--- src/rtl/load_store_unit_if.sv ---
// Load/store unit bus bundle: request/response handshake from the control unit
// plus the word-addressed data memory port. The slave modport is the LSU side.
interface load_store_unit_if #(
    parameter int unsigned ADDR_W = 16
);
    logic              req_valid;
    logic              req_ready;
    logic              req_we;
    logic [1:0]        req_size;
    logic              req_signed;
    logic [ADDR_W+1:0] req_addr;
    logic [31:0]       req_wdata;
    logic              resp_valid;
    logic              resp_ready;
    logic [31:0]       resp_rdata;
    logic              resp_err;
    logic [ADDR_W-1:0] mem_addr;
    logic              mem_we;
    logic [31:0]       mem_wdata;
    logic [31:0]       mem_rdata;

    modport master (
        output req_valid, req_we, req_size, req_signed, req_addr, req_wdata, resp_ready,
        output mem_rdata,
        input  req_ready, resp_valid, resp_rdata, resp_err, mem_addr, mem_we, mem_wdata
    );

    modport slave (
        input  req_valid, req_we, req_size, req_signed, req_addr, req_wdata, resp_ready,
        input  mem_rdata,
        output req_ready, resp_valid, resp_rdata, resp_err, mem_addr, mem_we, mem_wdata
    );
endinterface

--- src/rtl/load_store_unit.sv ---
// Load/store unit: byte/half/word loads and stores to a word-addressed memory.
// Sub-word stores are read-modify-write. All memory-side outputs are registered.
// Optional feature: define LSU_ALIGN_CHECK_EN to reject misaligned half/word
// accesses with resp_err instead of silently ignoring the low address bits.
module load_store_unit #(
    parameter int unsigned ADDR_W = 16
) (
    input logic               clk,
    input logic               rst,
    load_store_unit_if.slave  bus
);
    typedef enum logic [1:0] {StIdle, StRead, StWrite, StResp} state_e;

    state_e            state_q, state_d;
    logic              we_q;
    logic              signed_q;
    logic [1:0]        size_q;
    logic [1:0]        lane_q;
    logic [31:0]       wdata_q;
    logic [31:0]       resp_rdata_q;
    logic              resp_err_q;
    logic [ADDR_W-1:0] mem_addr_q;
    logic              mem_we_q;
    logic [31:0]       mem_wdata_q;

    logic              accept;
    logic              misalign;
    logic [7:0]        byte_sel;
    logic [15:0]       half_sel;
    logic [31:0]       load_data;
    logic [31:0]       merged;

    assign accept = bus.req_valid && (state_q == StIdle);

`ifdef LSU_ALIGN_CHECK_EN
    // Flag half accesses on odd bytes and word accesses off a word boundary.
    always_comb begin
        misalign = 1'b0;
        case (bus.req_size)
            2'b00:   misalign = 1'b0;
            2'b01:   misalign = bus.req_addr[0];
            default: misalign = |bus.req_addr[1:0];
        endcase
    end
`else
    // Low address bits are simply ignored by the lane selection below.
    assign misalign = 1'b0;
`endif

    // Lane extraction for loads and lane merge for read-modify-write stores.
    always_comb begin
        byte_sel  = bus.mem_rdata[{lane_q, 3'b000} +: 8];
        half_sel  = lane_q[1] ? bus.mem_rdata[31:16] : bus.mem_rdata[15:0];
        load_data = bus.mem_rdata;
        merged    = bus.mem_rdata;
        case (size_q)
            2'b00: begin
                load_data = {{24{signed_q & byte_sel[7]}}, byte_sel};
                merged[{lane_q, 3'b000} +: 8] = wdata_q[7:0];
            end
            2'b01: begin
                load_data = {{16{signed_q & half_sel[15]}}, half_sel};
                if (lane_q[1]) merged[31:16] = wdata_q[15:0];
                else           merged[15:0]  = wdata_q[15:0];
            end
            default: begin
                load_data = bus.mem_rdata;
                merged    = wdata_q;
            end
        endcase
    end

    // State register.
    always_ff @(posedge clk or posedge rst) begin
        if (rst) state_q <= StIdle;
        else     state_q <= state_d;
    end

    // Next-state logic; word stores skip the read phase.
    always_comb begin
        state_d = state_q;
        unique case (state_q)
            StIdle: begin
                if (bus.req_valid) begin
                    if (misalign)                         state_d = StResp;
                    else if (bus.req_we && bus.req_size[1]) state_d = StWrite;
                    else                                  state_d = StRead;
                end
            end
            StRead:  state_d = we_q ? StWrite : StResp;
            StWrite: state_d = StResp;
            StResp:  if (bus.resp_ready) state_d = StIdle;
            default: state_d = StIdle;
        endcase
    end

    // Outputs: handshakes decode the state, everything else comes from flops.
    always_comb begin
        bus.req_ready  = (state_q == StIdle);
        bus.resp_valid = (state_q == StResp);
        bus.resp_rdata = resp_rdata_q;
        bus.resp_err   = resp_err_q;
        bus.mem_addr   = mem_addr_q;
        bus.mem_we     = mem_we_q;
        bus.mem_wdata  = mem_wdata_q;
    end

    // Request capture, read-data capture and registered memory controls.
    always_ff @(posedge clk or posedge rst) begin
        if (rst) begin
            we_q         <= 1'b0;
            signed_q     <= 1'b0;
            size_q       <= 2'b00;
            lane_q       <= 2'b00;
            wdata_q      <= 32'h0;
            resp_rdata_q <= 32'h0;
            resp_err_q   <= 1'b0;
            mem_addr_q   <= '0;
            mem_we_q     <= 1'b0;
            mem_wdata_q  <= 32'h0;
        end else begin
            mem_we_q <= (state_d == StWrite);
            if (accept) begin
                we_q         <= bus.req_we;
                signed_q     <= bus.req_signed;
                size_q       <= bus.req_size;
                lane_q       <= bus.req_addr[1:0];
                wdata_q      <= bus.req_wdata;
                mem_addr_q   <= bus.req_addr[ADDR_W+1:2];
                resp_rdata_q <= 32'h0;
                resp_err_q   <= misalign;
                if (bus.req_we && bus.req_size[1] && !misalign) mem_wdata_q <= bus.req_wdata;
            end
            if (state_q == StRead) begin
                if (we_q) mem_wdata_q  <= merged;
                else      resp_rdata_q <= load_data;
            end
        end
    end
endmodule
--- src/flat_wrapper.sv ---
// flat-port wrapper written by rule: the top's interface ports become plain ports
module load_store_unit_flat 
#(
    parameter int unsigned ADDR_W = 16
)
  (clk, rst, bus_req_valid, bus_req_we, bus_req_size, bus_req_signed, bus_req_addr, bus_req_wdata, bus_resp_ready, bus_mem_rdata, bus_req_ready, bus_resp_valid, bus_resp_rdata, bus_resp_err, bus_mem_addr, bus_mem_we, bus_mem_wdata);
  load_store_unit_if #(.ADDR_W(ADDR_W)) bus_i ();
  input logic clk;
  input logic rst;
  input wire logic [$bits(bus_i.req_valid)-1:0] bus_req_valid;
  input wire logic [$bits(bus_i.req_we)-1:0] bus_req_we;
  input wire logic [$bits(bus_i.req_size)-1:0] bus_req_size;
  input wire logic [$bits(bus_i.req_signed)-1:0] bus_req_signed;
  input wire logic [$bits(bus_i.req_addr)-1:0] bus_req_addr;
  input wire logic [$bits(bus_i.req_wdata)-1:0] bus_req_wdata;
  input wire logic [$bits(bus_i.resp_ready)-1:0] bus_resp_ready;
  input wire logic [$bits(bus_i.mem_rdata)-1:0] bus_mem_rdata;
  output wire logic [$bits(bus_i.req_ready)-1:0] bus_req_ready;
  output wire logic [$bits(bus_i.resp_valid)-1:0] bus_resp_valid;
  output wire logic [$bits(bus_i.resp_rdata)-1:0] bus_resp_rdata;
  output wire logic [$bits(bus_i.resp_err)-1:0] bus_resp_err;
  output wire logic [$bits(bus_i.mem_addr)-1:0] bus_mem_addr;
  output wire logic [$bits(bus_i.mem_we)-1:0] bus_mem_we;
  output wire logic [$bits(bus_i.mem_wdata)-1:0] bus_mem_wdata;
  assign bus_i.req_valid = bus_req_valid;
  assign bus_i.req_we = bus_req_we;
  assign bus_i.req_size = bus_req_size;
  assign bus_i.req_signed = bus_req_signed;
  assign bus_i.req_addr = bus_req_addr;
  assign bus_i.req_wdata = bus_req_wdata;
  assign bus_i.resp_ready = bus_resp_ready;
  assign bus_i.mem_rdata = bus_mem_rdata;
  assign bus_req_ready = bus_i.req_ready;
  assign bus_resp_valid = bus_i.resp_valid;
  assign bus_resp_rdata = bus_i.resp_rdata;
  assign bus_resp_err = bus_i.resp_err;
  assign bus_mem_addr = bus_i.mem_addr;
  assign bus_mem_we = bus_i.mem_we;
  assign bus_mem_wdata = bus_i.mem_wdata;
  load_store_unit #(.ADDR_W(ADDR_W)) u_core (.clk(clk), .rst(rst), .bus(bus_i));
endmodule
--- config.mk ---
export PLATFORM = sky130hd
export DESIGN_NAME = load_store_unit_flat
export DESIGN_NICKNAME = d
export VERILOG_FILES = /design/src/rtl/load_store_unit_if.sv /design/src/rtl/load_store_unit.sv /design/src/flat_wrapper.sv
export SDC_FILE = /design/constraint.sdc
export NUM_CORES = 1
export LEC_CHECK = 0
export CAP_MARGIN = 20
export CELL_PAD_IN_SITES_DETAIL_PLACEMENT = 0
export CELL_PAD_IN_SITES_GLOBAL_PLACEMENT = 1
export CORE_ASPECT_RATIO = 0.9
export CORE_MARGIN = 3
export CORE_UTILIZATION = 33
export CTS_BUF_LIST = sky130_fd_sc_hd__clkbuf_16
export DETAILED_ROUTE_END_ITERATION = 6
export PLACE_DENSITY = 0.9
export SYNTH_ARGS = -nofsm -noshare
export SYNTH_HDL_FRONTEND = slang
export SYNTH_SLANG_ARGS = --single-unit
--- constraint.sdc ---
create_clock -name clk -period 4 [get_ports clk]
set_clock_uncertainty 0.1 [all_clocks]
set_input_delay 0.8 -clock clk [delete_from_list [all_inputs] [get_ports clk]]
set_output_delay 0.8 -clock clk [all_outputs]
set_load 0.05 [all_outputs]
-- Word level (Yosys, flattened, before mapping)
Index checks and enable logic that the tools add are counted.
- reduce and logical (&&, ||, !) cells: 4
- equality and inequality tests: 5
- bitwise gates (word level): 2
- multiplexer cells: 18
- add/subtract/negate cells: 1
- shift-type cells: 3
- operators with widths (operator ; count):
    32-bit 2-to-1 mux ; 7
    32-bit one-hot mux with 2 select lines ; 2
    16-bit 2-to-1 mux ; 3
    32-bit bitwise mux ; 1
    8-bit by 7-bit variable shift with 32-bit output, first input constant ; 1
    32-bit by 6-bit variable part select with 8-bit output ; 1
    8-bit by 7-bit variable part select with 32-bit output ; 1
    2-bit one-hot mux with 4 select lines ; 1
    5-bit negation with 7-bit output ; 1
    2-bit == test, second input constant ; 3
    2-bit 2-to-1 mux ; 3
    2-bit by 1-bit == test with 1-bit output, second input constant ; 2
    2-bit logical NOT ; 2
    1-bit bitwise AND ; 2
    1-bit logical AND ; 2
    1-bit 2-to-1 mux ; 1
- logic and storage cells: 43
- flip-flop bits (word level): 121

-- Longest topological paths before layout
- depth after elaboration: 6
- mapped depth: 9
- gate-level depth less buffers: 6

-- Least setup slack after synthesis
No wires, ideal clock.
- path kind: reg-to-reg
- start: reg u_core.lane_q[1]
- end: reg u_core.mem_wdata_q[30] (netlist: u_core.bus.mem_wdata[30])
- setup time: 0.082 ns
- buffers on the path: 2
- required time: 3.818 ns
- arrival time: 2.222 ns
- clock period less this slack: 2.404 ns
- slack: 1.596 ns
- cell stages (with the launch flop): 9
- cell sequence: dfrtp_1 > buf_2 > inv_2 > clkbuf_1 > ha_1 > nor4bb_1 > a22o_1 > a211oi_1 > a31oi_1
- longest elaborated chain between the ends: 6
- RTL lines (what ; line ; source):
    from (decl) ; load_store_unit.sv:18 ; logic [1:0] lane_q;
    from (signal assigned) ; load_store_unit.sv:127 ; lane_q <= bus.req_addr[1:0];
    5-bit negation with 7-bit output ; load_store_unit.sv:59 ; merged[{lane_q, 3'b000} +: 8] = wdata_q[7:0];
    8-bit by 7-bit variable part select with 32-bit output / 8-bit by 7-bit variable shift with 32-bit output (equally long branches) ; load_store_unit.sv:59 ;
    32-bit bitwise mux ; load_store_unit.sv:59 ;
    32-bit one-hot mux with 2 select lines (*) ; load_store_unit.sv:56 ; case (size_q)
    32-bit 2-to-1 mux (*) ; load_store_unit.sv:135 ; if (we_q) mem_wdata_q <= merged;
    32-bit 2-to-1 mux (*) ; load_store_unit.sv:134 ; if (state_q == StRead) begin
    to (signal assigned) ; load_store_unit.sv:132 ; if (bus.req_we && bus.req_size[1] && !misalign) mem_wdata_q <= bus.req_wdata;
    to (signal assigned) ; load_store_unit.sv:135 ;
    to (decl) ; load_store_unit.sv:24 ; logic [31:0] mem_wdata_q;
Every way passes the cells marked *; elsewhere a longest branch is shown, timed or not.
A chain may end at the register's enable or synchronous reset.

-- Worst setup path after layout
- start: reg u_core.lane_q[1]
- end: reg u_core.mem_wdata_q[29] (netlist: u_core.bus.mem_wdata[29])
The elaborated chain is that of the path after synthesis.

==> results.yml <==
route:
  wl_met2_mm: 10.51
  vias_per_cell: 5.632
  met1_length_mm: 10.21
  top_layer: "met4"
  via_count: 6251
  ant_nets: 0
  wl_met3_mm: 2.348
  drt-initial-drc-count: 848
  wl_per_cell_um: 21.14
  dr.pass1.iters: 7
  routed_wl_mm: 23.47
  drc: 12
die:
  dieArea_um2: 20960
  placementRows: 47
  fp.dieW_um: 152.3
  die_y_um: 137.7
  core_area_um2: 18640
  initial_core_util_pct: 34.10
  ios: 174
critical_path:
  cp_data_arrival_time_ns: 3.31
  startpoint: "u_core.lane_q[1]"
  r2r_start: "u_core.lane_q[1]"
  worst-path-max-fanout: 22
  required_ns: 4.22
  setup.worst_path.class: "reg2reg"
  r2r_cells: 6
  r2r_setup_slack_ns: 0.91
  end_kind: "flip-flop"
  endpoint: "u_core.bus.mem_wdata[29]"
  crit_path_start_kind: "flip-flop"
  r2r_end: "u_core.bus.mem_wdata[29]"
cells_and_area:
  n_antenna_cell: 0
  final_util_pct: 47.03
  fill_cells: 1791
  final-seq-area_um2: 3028
  drive_above_1_share_pct: 6.821
  fin_area_um2: 8767
  final_cells: 1110
  nNetsFinal: 947
  syn_to_final_growth_pct: 37.93
  multi_input_area_um2: 3028
synthesis:
  synthSimpleGateAreaFrac_pct: 20.10
  synth_area_leaders: "dfrtp_1, nand2_1, a22o_1"
  synthFlopType: "dfrtp_1"
  synth_top_area_share_pct: 47.64
  syn_nets: 806
  avgSynthCellArea_um2: 8.940
  seq_area_frac_synth_pct: 47.64
  synthCells: 711
  ys_types: 50
  yosysTopAreaCell: "dfrtp_1"
  synth-xor-area-share_pct: 0
  synth_adder_area_share_pct: 0.9843
  synth_top_family_by_area: "compound AO/OA/AOI/OAI gates"
  synth_compound_area_share_pct: 22.80
  ys_ff_latch: 121
  synthArstFlopShare_pct: 100.0
  synth_edf_count: 0
  muxShareOfSynthArea_pct: 3.563
  yosysWarnings: 0
  synth.cell_area_um2: 6356
pwr:
  vdd_drop_max_mv: 0.4947
  p_leak_nw: 3.849
  power.density_nw_per_um2: 921.6
timing:
  worst_slew_pin_slew_ns: 1.056
  fin_tns_setup_ns: 0
  max_freq_mhz: 323.6
  min_period_over_period_pct: 77.27
  finalMaxSlewViolations: 0
  finalSetupViolCount: 0
  min_period_ns: 3.091
  slew_headroom_pct: 29.38
  rsz0062_at_grt: "false"
  hold_violations: 0
  whs_ns: 0.3724
global_routing:
  grt_start_max_net_pins: 122
  grt_first_pass_wirelength_mm: 36.22
  grt_pass1_vias: 6029
  antenna_found_initial: 0
  gr-total-overflow: 0
  grt.total_usage_pct: 22.22
placed_design:
  hpwl_mm: 15.86
  dpl_cell_area_um2: 8228
  port_buffers: 172
  dp.cells: 1078
  gp_congestion: 0.8777
cts:
  holdBufCountCts: 0
  path_clk_slew_ns: 0.06
  h-tree-depth: 4
  cts_tree: "built"
  postCtsSetupRepairBufs: 0
  clockBufferDepth: 2
  cts_sinks: 121
  cts_made_buffers: 17
  cts_resized: 0
  clock_latency_ns: 0.42
  cts-root-buf: "clkbuf_16"
status:
  violations: "design-rule violations"
  status: "finished with violations"
hold_path:
  hp-class: "reg2reg"
  hold_path_depth: 2
job:
  maxCapViolCount: 0
layout make-up:
type,count,area share (%)
Inverter,10,0.4710
Sequential cell,121,34.54
Tap cell,245,3.497
Timing Repair Buffer,184,20.81
Clock buffer,17,4.852
Multi-Input combinational cell,518,34.54
Clock inverter,15,1.299
report_power, final:
part	total (W)	leakage, nW	switching (W)	internal [W]
registers	0.00237	1.48	0.000587	0.00179
logic	0.00429	2.10	0.00276	0.00153
clock network	0.00142	0.263	0.000579	0.000840
total	0.00808	3.85	0.00392	0.00416
kinds of logic after synthesis:
kind of cell | after synthesis
compound gates | 180
other cells | 1
flops | 121
simple gates | 310
mux | 22
fa+ha+maj | 5
buf+inv | 72
per-stage QoR:
| step | setup slack, ns | total power [W] |
|---|---|---|
| floorplan | 1.596 | 0.005178 |
| global placement | 1.181 | 0.006571 |
| detailed placement | 1.091 | 0.006622 |
| CTS | 1.042 | 0.008080 |
| global route | 0.7515 | 0.008514 |
| finish | 0.9094 | 0.008080 |
state kept, by name (all words and copies together) (netlist names):
signal,flops
u_core.wdata_q,32
u_core.signed_q,1
u_core.lane_q,2
u_core.bus.resp_rdata,32
u_core.state_q,2
u_core.bus.mem_we,1
u_core.bus.mem_addr,16
u_core.bus.mem_wdata,32
u_core.we_q,1
u_core.size_q,2
metal layers:
layer | global-route usage, % | up-vias
met2 | 33.51 | 351
met1 | 31.15 | 3023
met4 | 5.642 | 0
met3 | 7.004 | 36
met5 | 0 | -
li1 | - | 2841
how the worst min path moves through the flow:
stage / from / endpoint / slack, ns
5_1_grt: u_core.wdata_q[16] / u_core.wdata_q[16] / 0.39
3_3_place_gp: u_core.bus.mem_addr[14] / u_core.bus.mem_addr[14] / 0.36
4_1_cts: u_core.wdata_q[28] / u_core.wdata_q[28] / 0.38
2_1_floorplan: u_core.wdata_q[16] / u_core.wdata_q[16] / 0.35
6_report: u_core.bus.mem_addr[4] / u_core.bus.mem_addr[4] / 0.37
3_5_place_dp: u_core.wdata_q[28] / u_core.wdata_q[28] / 0.36
cells in the mapped netlist, types with 6 or more instances:
master	number
a211oi_1	9
a21oi_1	12
a221o_1	16
a221oi_1	26
a222oi_1	14
a22o_1	35
a31oi_1	8
a32oi_1	24
buf_1	7
buf_2	13
clkbuf_1	38
dfrtp_1	121
inv_1	8
mux2i_1	17
nand2_1	266
nand2b_1	6
nor2_1	13
o21ai_0	22
cell usage in the layout (no fill, tap or decap), drive strengths merged, types with 2 or more instances in the layout:
master | synthesis | routed
a211oi | 9 | 9
o2bb2ai | 3 | 3
or3 | 2 | 2
nand2 | 266 | 266
nor2b | 2 | 2
ha | 5 | 5
a32oi | 24 | 24
clkinv | 0 | 7
and2 | 2 | 2
clkbuf | 38 | 17
nor4bb | 2 | 2
dfrtp | 121 | 121
mux2 | 5 | 5
nand2b | 6 | 6
a222oi | 14 | 14
buf | 24 | 12
o21ai | 23 | 23
a31oi | 8 | 8
a22o | 35 | 35
inv | 10 | 11
clkdlybuf4s50 | 0 | 172
nor3 | 5 | 5
nor2 | 14 | 14
a221o | 16 | 16
a21oi | 13 | 13
o22ai | 3 | 3
nand3b | 2 | 2
mux2i | 17 | 17
clkinvlp | 0 | 6
a221oi | 26 | 26
a22oi | 2 | 2
nor4 | 2 | 2
critical path, stage by stage, from the launching register on:
cell	delay, ns
dfrtp_1	0.78
inv_2	0.35
ha_1	0.44
nor4bb_1	0.82
a22o_1	0.26
a211oi_1	0.09
a31oi_1	0.15
Note: power is estimated with default switching activity, not from simulation.
